==> src/rtl/serial_adder_pkg.sv <==
// Shared types and elaboration helpers for the serial adder.
package serial_adder_pkg;

  typedef enum logic [1:0] {
    ST_IDLE = 2'd0,
    ST_RUN  = 2'd1,
    ST_DONE = 2'd2
  } state_e;

  // Number of clock steps needed to sum a full operand.
  function automatic int steps(input int width, input int bpc);
    return width / bpc;
  endfunction

  // Step counter width; never narrower than one bit.
  function automatic int cnt_width(input int n);
    return (n <= 1) ? 1 : $clog2(n);
  endfunction

endpackage

==> src/rtl/serial_adder_chunk.sv <==
// Combinational BPC-bit ripple-carry slice built from 1-bit full-adder cells.
module serial_adder_chunk #(
  parameter int BPC = 1
) (
  input  logic [BPC-1:0] x,
  input  logic [BPC-1:0] y,
  input  logic           ci,
  output logic [BPC-1:0] s,
  output logic           co
);

  logic [BPC:0] c;

  assign c[0] = ci;

  // One full-adder cell per bit, carry rippling upward.
  for (genvar i = 0; i < BPC; i++) begin : g_fa
    assign s[i]   = x[i] ^ y[i] ^ c[i];
    assign c[i+1] = (x[i] & y[i]) | (c[i] & (x[i] ^ y[i]));
  end

  assign co = c[BPC];

endmodule

==> src/rtl/serial_adder.sv <==
// Multi-cycle adder: sums BITS_PER_CYCLE bits per clock through a registered carry.
// Optional feature macro: SERIAL_ADDER_SUB_EN adds the 'sub' port (a - b - cin).
//
// Handshakes: a transfer happens on a rising edge where valid and ready are both
// high. in_ready is high only in IDLE; out_valid is high only in DONE and the
// result stays stable until the edge where out_ready is seen high.
module serial_adder
  import serial_adder_pkg::*;
#(
  parameter int WIDTH          = 8,
  parameter int BITS_PER_CYCLE = 1
) (
  input  logic             clk,
  input  logic             rst_n,
  input  logic             in_valid,
  output logic             in_ready,
  input  logic [WIDTH-1:0] a,
  input  logic [WIDTH-1:0] b,
  input  logic             cin,
`ifdef SERIAL_ADDER_SUB_EN
  input  logic             sub,
`endif
  output logic             out_valid,
  input  logic             out_ready,
  output logic [WIDTH-1:0] sum,
  output logic             cout,
  output logic             busy,
  output state_e           dbg_state
);

  localparam int STEPS = steps(WIDTH, BITS_PER_CYCLE);
  localparam int CNT_W = cnt_width(STEPS);
  localparam logic [CNT_W-1:0] LAST_STEP = CNT_W'(STEPS - 1);
  localparam logic [CNT_W-1:0] CNT_ONE   = CNT_W'(1);

  if (WIDTH < 1 || BITS_PER_CYCLE < 1 || (WIDTH % BITS_PER_CYCLE) != 0) begin : g_bad_cfg
    $error("serial_adder: BITS_PER_CYCLE must divide WIDTH");
  end

  logic sub_eff;
`ifdef SERIAL_ADDER_SUB_EN
  assign sub_eff = sub;
`else
  assign sub_eff = 1'b0;
`endif

  state_e                    state_q, state_d;
  logic [WIDTH-1:0]          a_q, a_d;
  logic [WIDTH-1:0]          b_q, b_d;
  logic                      carry_q, carry_d;
  logic [CNT_W-1:0]          cnt_q, cnt_d;
  logic [WIDTH-1:0]          work_q, work_d;
  logic [WIDTH-1:0]          sum_q, sum_d;
  logic                      cout_q, cout_d;

  logic [BITS_PER_CYCLE-1:0] chunk_s;
  logic                      chunk_co;
  logic [WIDTH+BITS_PER_CYCLE-1:0] work_cat;
  logic [WIDTH-1:0]          work_next;

  serial_adder_chunk #(
    .BPC (BITS_PER_CYCLE)
  ) u_chunk (
    .x  (a_q[BITS_PER_CYCLE-1:0]),
    .y  (b_q[BITS_PER_CYCLE-1:0]),
    .ci (carry_q),
    .s  (chunk_s),
    .co (chunk_co)
  );

  // New chunk enters the working sum from the MSB end.
  assign work_cat  = {chunk_s, work_q};
  assign work_next = work_cat[WIDTH+BITS_PER_CYCLE-1:BITS_PER_CYCLE];

  // Next-state logic: accept in IDLE, one chunk per edge in RUN, hold in DONE.
  always_comb begin
    state_d = state_q;
    a_d     = a_q;
    b_d     = b_q;
    carry_d = carry_q;
    cnt_d   = cnt_q;
    work_d  = work_q;
    sum_d   = sum_q;
    cout_d  = cout_q;
    case (state_q)
      ST_IDLE: begin
        if (in_valid) begin
          // Subtract is a + ~b + ~cin, so fold the inversion in at latch time.
          a_d     = a;
          b_d     = sub_eff ? ~b : b;
          carry_d = cin ^ sub_eff;
          cnt_d   = '0;
          state_d = ST_RUN;
        end
      end
      ST_RUN: begin
        a_d     = a_q >> BITS_PER_CYCLE;
        b_d     = b_q >> BITS_PER_CYCLE;
        carry_d = chunk_co;
        work_d  = work_next;
        cnt_d   = cnt_q + CNT_ONE;
        if (cnt_q == LAST_STEP) begin
          // Result registers change only here, so they hold across IDLE.
          sum_d   = work_next;
          cout_d  = chunk_co;
          state_d = ST_DONE;
        end
      end
      ST_DONE: begin
        if (out_ready) begin
          state_d = ST_IDLE;
        end
      end
      default: state_d = ST_IDLE;
    endcase
  end

  // State and datapath registers; reset aborts any operation in flight.
  always_ff @(posedge clk or negedge rst_n) begin
    if (!rst_n) begin
      state_q <= ST_IDLE;
      a_q     <= '0;
      b_q     <= '0;
      carry_q <= 1'b0;
      cnt_q   <= '0;
      work_q  <= '0;
      sum_q   <= '0;
      cout_q  <= 1'b0;
    end else begin
      state_q <= state_d;
      a_q     <= a_d;
      b_q     <= b_d;
      carry_q <= carry_d;
      cnt_q   <= cnt_d;
      work_q  <= work_d;
      sum_q   <= sum_d;
      cout_q  <= cout_d;
    end
  end

  assign in_ready  = (state_q == ST_IDLE);
  assign out_valid = (state_q == ST_DONE);
  assign busy      = (state_q != ST_IDLE);
  assign sum       = sum_q;
  assign cout      = cout_q;
  assign dbg_state = state_q;

endmodule
==> config.mk <==
export PLATFORM = sky130hd
export DESIGN_NAME = serial_adder
export DESIGN_NICKNAME = d
export VERILOG_FILES = /design/src/rtl/serial_adder_pkg.sv /design/src/rtl/serial_adder_chunk.sv /design/src/rtl/serial_adder.sv
export SDC_FILE = /design/constraint.sdc
export NUM_CORES = 1
export LEC_CHECK = 0
export BUFFER_PORTS_ARGS = -buffer_cell sky130_fd_sc_hd__buf_2
export CORE_ASPECT_RATIO = 1.1
export CORE_MARGIN = 2
export CORE_UTILIZATION = 29
export DETAILED_ROUTE_END_ITERATION = 8
export PLACE_DENSITY_LB_ADDON = 0.2
export SYNTH_ARGS = -nofsm -noshare
export SYNTH_HDL_FRONTEND = slang
export SYNTH_HIERARCHICAL = 1
export SYNTH_SLANG_ARGS = --single-unit
==> constraint.sdc <==
create_clock -name clk -period 2.1 [get_ports clk]
set_input_delay 0.105 -clock clk [delete_from_list [all_inputs] [get_ports clk]]
set_output_delay 0.105 -clock clk [all_outputs]
set_load 0.01 [all_outputs]
# Word level (Yosys, flattened, before mapping)
# Cells that the tools add are included.
[op_classes]
addsub = 1
eq_ne = 6
n_mux = 12
bitwise_logic = 5
n_reduce_logical = 6
[ops]
columns = ["op", "n"]
rows = [
  ["$pmux W8 S2", 2],
  ["$mux W8", 2],
  ["$mux W2", 3],
  ["$pmux W2 S3", 1],
  ["$pmux W3 S2", 1],
  ["$ne A2 B2 Y1 const B", 2],
  ["$reduce_and A2 Y1", 2],
  ["$reduce_bool A2 Y1", 2],
  ["$add A3 B1 Y3 const B", 1],
  ["$eq A3 B3 Y1 const B", 1],
  ["$mux W3", 1],
  ["$reduce_and A3 Y1", 1],
  ["$and A1 B1 Y1", 2],
  ["$eq A2 B1 Y1 const B", 1],
  ["$eq A2 B2 Y1 const B", 1],
  ["$logic_not A2 Y1", 1],
  ["$ne A2 B1 Y1 const B", 1],
  ["$pmux W1 S2", 1],
  ["$xor A1 B1 Y1", 2],
  ["$mux W1", 1],
  ["$or A1 B1 Y1", 1],
]
[word_totals]
regBits = 39
in_bits = 21
output_inout_bits = 14

# Logic depth before layout (Yosys ltp)
[depth]
ltp_word = 4
depth_mapped = 5

# Modules after synthesis
# Netlist, hierarchy kept.
[by_module_without_submodules]
columns = ["mod", "instances", "cells_per_inst", "area_each_um2", "seq_area_each_um2"]
rows = [
  ["serial_adder", 1, 135, 1741.7, 950.9],
  ["serial_adder_chunk", 1, 1, 20.0, 0.0],
]

# Least setup slack after synthesis
# Ideal clock, no wire load.
[synth_path]
path_type = "reg2reg"
startpoint = "register cnt_q[0]"
endpoint = "register cout_q, in the netlist cout"
setup_time_ps = 128
arrival_ps = 1336
slack_ps = 636
stages_incl_launch_ff = 6
n_path_buf = 1
period_less_slack_ps = 1464
cell_sequence = "dfrtp_1 > ha_1 > ha_1 > nand3b_1 > buf_2 > mux2_1"
[synth_between]
elab_chain_cells = 2
[synth_lines]
columns = ["element", "line_no", "source"]
rows = [
  ["from (decl)", "serial_adder.sv:51", "logic [CNT_W-1:0] cnt_q, cnt_d;"],
  ["from (signal assigned)", "serial_adder.sv:134", "cnt_q <= cnt_d;"],
  ["$eq A3 B3 Y1", "serial_adder.sv:102", "if (cnt_q == LAST_STEP) begin"],
  ["$reduce_and A2 Y1 (no source line)", "n/a", ""],
  ["to (signal assigned)", "serial_adder.sv:137", "cout_q <= cout_d;"],
  ["to (decl)", "serial_adder.sv:54", "logic cout_q, cout_d;"],
]
# Every way passes these cells.
# A chain may end at the register's enable or synchronous reset.

# Worst setup path in the final report
[layout_path]
startpoint = "register state_q[0], in the netlist dbg_state[0]"
endpoint = "register b_q[0]"
[layout_between]
elab_chain_cells = 3
word_cells_on_any_way = 6
cone_classes = "2 x eq/ne; 1 x mux; 3 x reduce/logical"
[layout_lines]
columns = ["element", "line_no", "source"]
rows = [
  ["from (decl)", "serial_adder.sv:47", "state_e state_q, state_d;"],
  ["from (signal assigned)", "serial_adder.sv:130", "state_q <= state_d;"],
  ["$eq A2 B1 Y1 or $logic_not A2 Y1 (tied branches)", "serial_adder.sv:85", "case (state_q)"],
  ["$reduce_bool A2 Y1 (no source line) or $ne A2 B2 Y1 (tied branches)", "n/a", ""],
  ["$reduce_and A2 Y1 (no source line)", "n/a", ""],
  ["to (signal assigned)", "serial_adder.sv:123", "b_q <= '0;"],
  ["to (signal assigned)", "serial_adder.sv:132", "b_q <= b_d;"],
  ["to (decl)", "serial_adder.sv:49", "logic [WIDTH-1:0] b_q, b_d;"],
]
# Several ways; a longest one is shown, not always the timed one.

==> impl_summary.txt <==
----------------------------------------------------
[Route]
  Remaining design rule violation count ... 0
  Number of iterations in the first detailed-routing pass ... 4
  Final wirelength ... 3652 um
  Routed vias ... 1,195
  Wire per inst ... between 10 and 15 um
  DRC marker count from the first detailed-route iteration ... 33
  Post-DR vias/cell ... 4.819
  Number of nets with antenna violations after detailed routing ... 0

[STA]
  Total negative slack ... 0 ns
  Final worst-path cycle share ... 81.07%
  Shortest clock period the worst path allows after layout ... 1.702 ns
  Slew at the pin closest to its max-slew limit ... 1.003 ns
  Worst setup margin ... 0.3975 ns
  Setup-failing EPs final ... 0
  Final slew viol count ... 0
  Max-Slew Margin vs Limit ... 33.01%
  Final-report hold violation count ... 0
  Unrepaired setup endpoints after global routing ... false
  Highest clock rate ... 587.4 MHz
  Worst Skew ... 0.01013 ns

[Power]
  Reported leakage power ... 0.9393 nW
  IR Drop Worst-Case VDD ... between 500 and 600 uV
  Power density over the cells ... 1410 mW/mm2

[Place]
  Total placed instance area ... 0.001984 mm2
  Final HPWL DP ... 2559 um
  # placed instances ... between 200 and 250
  PortBufs ... 34
  Weighted congestion reported at the end of routability-driven placement ... 0.7189
  Setup slack at placement ... 0.3755 ns

[Global routing]
  Total track usage ... a little under an eighth
  Number of antenna violations at the first check in global routing ... 0
  First-pass GRT wire length ... 6113 um
  Maximum number of pins on one net before global-route repair ... 39
  Number of global-route vias before repair ... between 1,000 and 1,500
  Final global-route overflow total ... 0

[Clocking]
  Clock edge transition at the registers on the reported setup and hold paths ... 0.08 ns
  Clock Sink Count ... 38
  Source-to-sink clock delay at the later pin of the worst-skew pair ... a little under 0.3 ns
  CTS tree ... built
  TritonCTS Buffers ... 5
  Gates resized, CTS repair ... 0
  Root buf cell ... sky130_fd_sc_hd__clkbuf_8
  Bufs on Longest Clock Path ... 2
  Level count of the clock H-tree ... 2

[Setup path]
  Worst path cell trace ... o21bai_1 -> a222oi_1
  Crit path capture type ... flip-flop
  Worst Reg2Reg Path Length in Cells ... 2
  CP delay by family, top ... compound AO/OA/AOI/OAI gates
  Startpoint of the lowest-slack register-to-register path ... dbg_state[0]
  FF-to-FF setup slack ... 0.40 ns
  Critical path start-end classification ... reg2reg
  Type of element launching the critical path ... flip-flop
  Largest stage delay, worst path ... 0.83 ns
  Number of stages on the worst setup path ... 2
  Terminus of the critical flop-to-flop path ... b_q[0]
  CP required ... about 2.2 ns
  Launch point of the worst path ... dbg_state[0]
  Capture point of the critical path ... b_q[0]
  Slowest library cell on the worst path ... sky130_fd_sc_hd__o21bai_1
  Critical Path Fanout Max ... 12
  Buf+Inv Stages, Crit Path ... 0
  Arr. time, crit path ... about 1.8 ns

[Yosys]
  Fraction of synthesis flops using an asynchronous set or reset pin ... 100.0%
  Cell Area, Synth ... ~0.0018 mm2
  Flops & latches, synth ... 38
  Gate Count Post-Synth ... 136
  Number of enable flip-flop cells after synthesis ... 0
  Post-synth top area share ... 53.98%
  Biggest area consumer among synthesized cells ... sky130_fd_sc_hd__dfrtp_1
  Synthesized area divided by synthesized cell count ... 12.95 um2
  YS warnings ... 6
  Nets in the synthesized netlist ... 160
  Sequential cell area fraction in the yosys report ... between 50% and 60%
  Number of distinct library cells after synthesis ... 31
  Cells taking the most area after synthesis ... sky130_fd_sc_hd__dfrtp_1 54%, sky130_fd_sc_hd__mux2_1 10%, sky130_fd_sc_hd__nor4b_1 4.0%
  Flip-flop cell with the highest count after synthesis ... sky130_fd_sc_hd__dfrtp_1

[Job]
  Max capacitance violation total ... 0

[Die]
  Row count ... 29
  Core ar. ... 0.005806 mm2
  Die area ... about 0.0067 mm2
  Horizontal die dimension ... 78.32 um
  Height of the die ... 85.75 um
  Number of placed I/O pins ... 35
  Initial cell density of the core ... 30.34%

[Finish]
  Proportion of layout cells with a drive suffix above 1 ... 32.75%
  Final core utilization ... 36.16%
  Non-filler cells, final ... 248
  Final net count ... 194
  N_diodes ... 0
  Post-route cell area ... 0.002100 mm2
  P&R area growth vs syn ... 19.18%

[Worst hold path]
  HP Class ... in2reg

[Run status]
  Result of the run ... finished clean

----------------------------------------------------
-- layer usage --
layer	routed length (um)	vias to the layer above	GRT usage (%)
li1	-	568	-
met1	1769	589	16.10
met2	1681	32	18.10
met3	156	6	3.368
met4	45	0	3.828
met5	0	-	0
-- cells in the mapped netlist (2+ instances only) --
master	instances
sky130_fd_sc_hd__a211oi_1	5
sky130_fd_sc_hd__a211oi_2	3
sky130_fd_sc_hd__a22o_1	2
sky130_fd_sc_hd__buf_2	8
sky130_fd_sc_hd__clkbuf_1	2
sky130_fd_sc_hd__dfrtp_1	38
sky130_fd_sc_hd__ha_1	2
sky130_fd_sc_hd__inv_1	10
sky130_fd_sc_hd__mux2_1	16
sky130_fd_sc_hd__nand2_1	2
sky130_fd_sc_hd__nand2b_1	4
sky130_fd_sc_hd__nor3b_1	8
sky130_fd_sc_hd__nor4b_1	8
sky130_fd_sc_hd__o221a_2	6
sky130_fd_sc_hd__or4b_1	6
-- metrics by stage --
stage                     hold WS [ns]  total power [W]
after detailed placement        0.2603         0.002492
final                          0.07877         0.002960
after global routing           0.07161         0.003213
after floorplan                -0.1906         0.002121
after CTS                      0.07077         0.003019
after global placement          0.2485         0.002428
-- registers in the layout, summed over array words and instances, names as in the netlist --
register   cells
a_q            8
b_q            8
sum            8
work_q         7
cnt_q          3
dbg_state      2
carry_q        1
cout           1
-- layout make-up --
| class | count | area (um2) |
|---|---|---|
| Fill cell | 606 | 3706 |
| Sequential cell | 38 | 950.9 |
| Multi-Input combinational cell | 76 | 710.7 |
| Timing Repair Buffer | 38 | 205.2 |
| Tap cell | 77 | 96.34 |
| Clock buffer | 6 | 82.58 |
| Inverter | 11 | 41.29 |
| Clock inverter | 2 | 12.51 |
-- power breakdown --
| part | switching [W] | total (W) | leakage, nW | internal [W] |
|---|---|---|---|---|
| sequential | 0.000227 | 0.00131 | 0.450 | 0.00109 |
| clock | 0.000254 | 0.000518 | 0.0472 | 0.000264 |
| combinational | 0.000556 | 0.00113 | 0.443 | 0.000575 |
| total | 0.00104 | 0.00296 | 0.939 | 0.00192 |
-- timing repair --
| item | 4_1_cts | 5_1_grt |
|---|---|---|
| setup buffers | 0 | 0 |
| hold buffers | 2 | 0 |
| endpoints found under the hold margin | 39 | 0 |
-- cells by family (layout without fill, tap and decap cells) --
group           Yosys count  in the layout  share of synthesized area (%)
compound gates           23             23                          12.22
fa+ha+maj                 3              3                          2.557
buf+inv                  22             57                          5.682
flops                    38             38                          53.98
mux                      17             17                          10.80
simple gates             33             33                          14.77
-- placed cells by master (no fill, tap or decap), types with 2 or more instances in the layout --
cell type and instances:
sky130_fd_sc_hd__ha_1 2, sky130_fd_sc_hd__dfrtp_1 38, sky130_fd_sc_hd__nor4b_1 8, sky130_fd_sc_hd__buf_2 34
sky130_fd_sc_hd__or4b_1 6, sky130_fd_sc_hd__nor3b_1 8, sky130_fd_sc_hd__nand2_1 2, sky130_fd_sc_hd__mux2_1 16
sky130_fd_sc_hd__a22o_1 2, sky130_fd_sc_hd__clkbuf_8 6, sky130_fd_sc_hd__inv_1 10, sky130_fd_sc_hd__o221a_2 6
sky130_fd_sc_hd__a211oi_1 5, sky130_fd_sc_hd__a211oi_2 3, sky130_fd_sc_hd__buf_4 2, sky130_fd_sc_hd__nand2b_1 4
sky130_fd_sc_hd__dlygate4sd3_1 2
-- worst min path at each step --
stage	slack [ns]	from	endpoint	depth (start not counted)
after floorplan	-0.19	rst_n	a_q[0]	0
after global placement	0.25	rst_n	work_q[3]	1
after detailed placement	0.26	rst_n	work_q[4]	1
after CTS	0.07	a[7]	a_q[7]	2
after global routing	0.07	a[7]	a_q[7]	2
final	0.08	a[7]	a_q[7]	2
No activity file was read; power rests on OpenSTA's default activity.
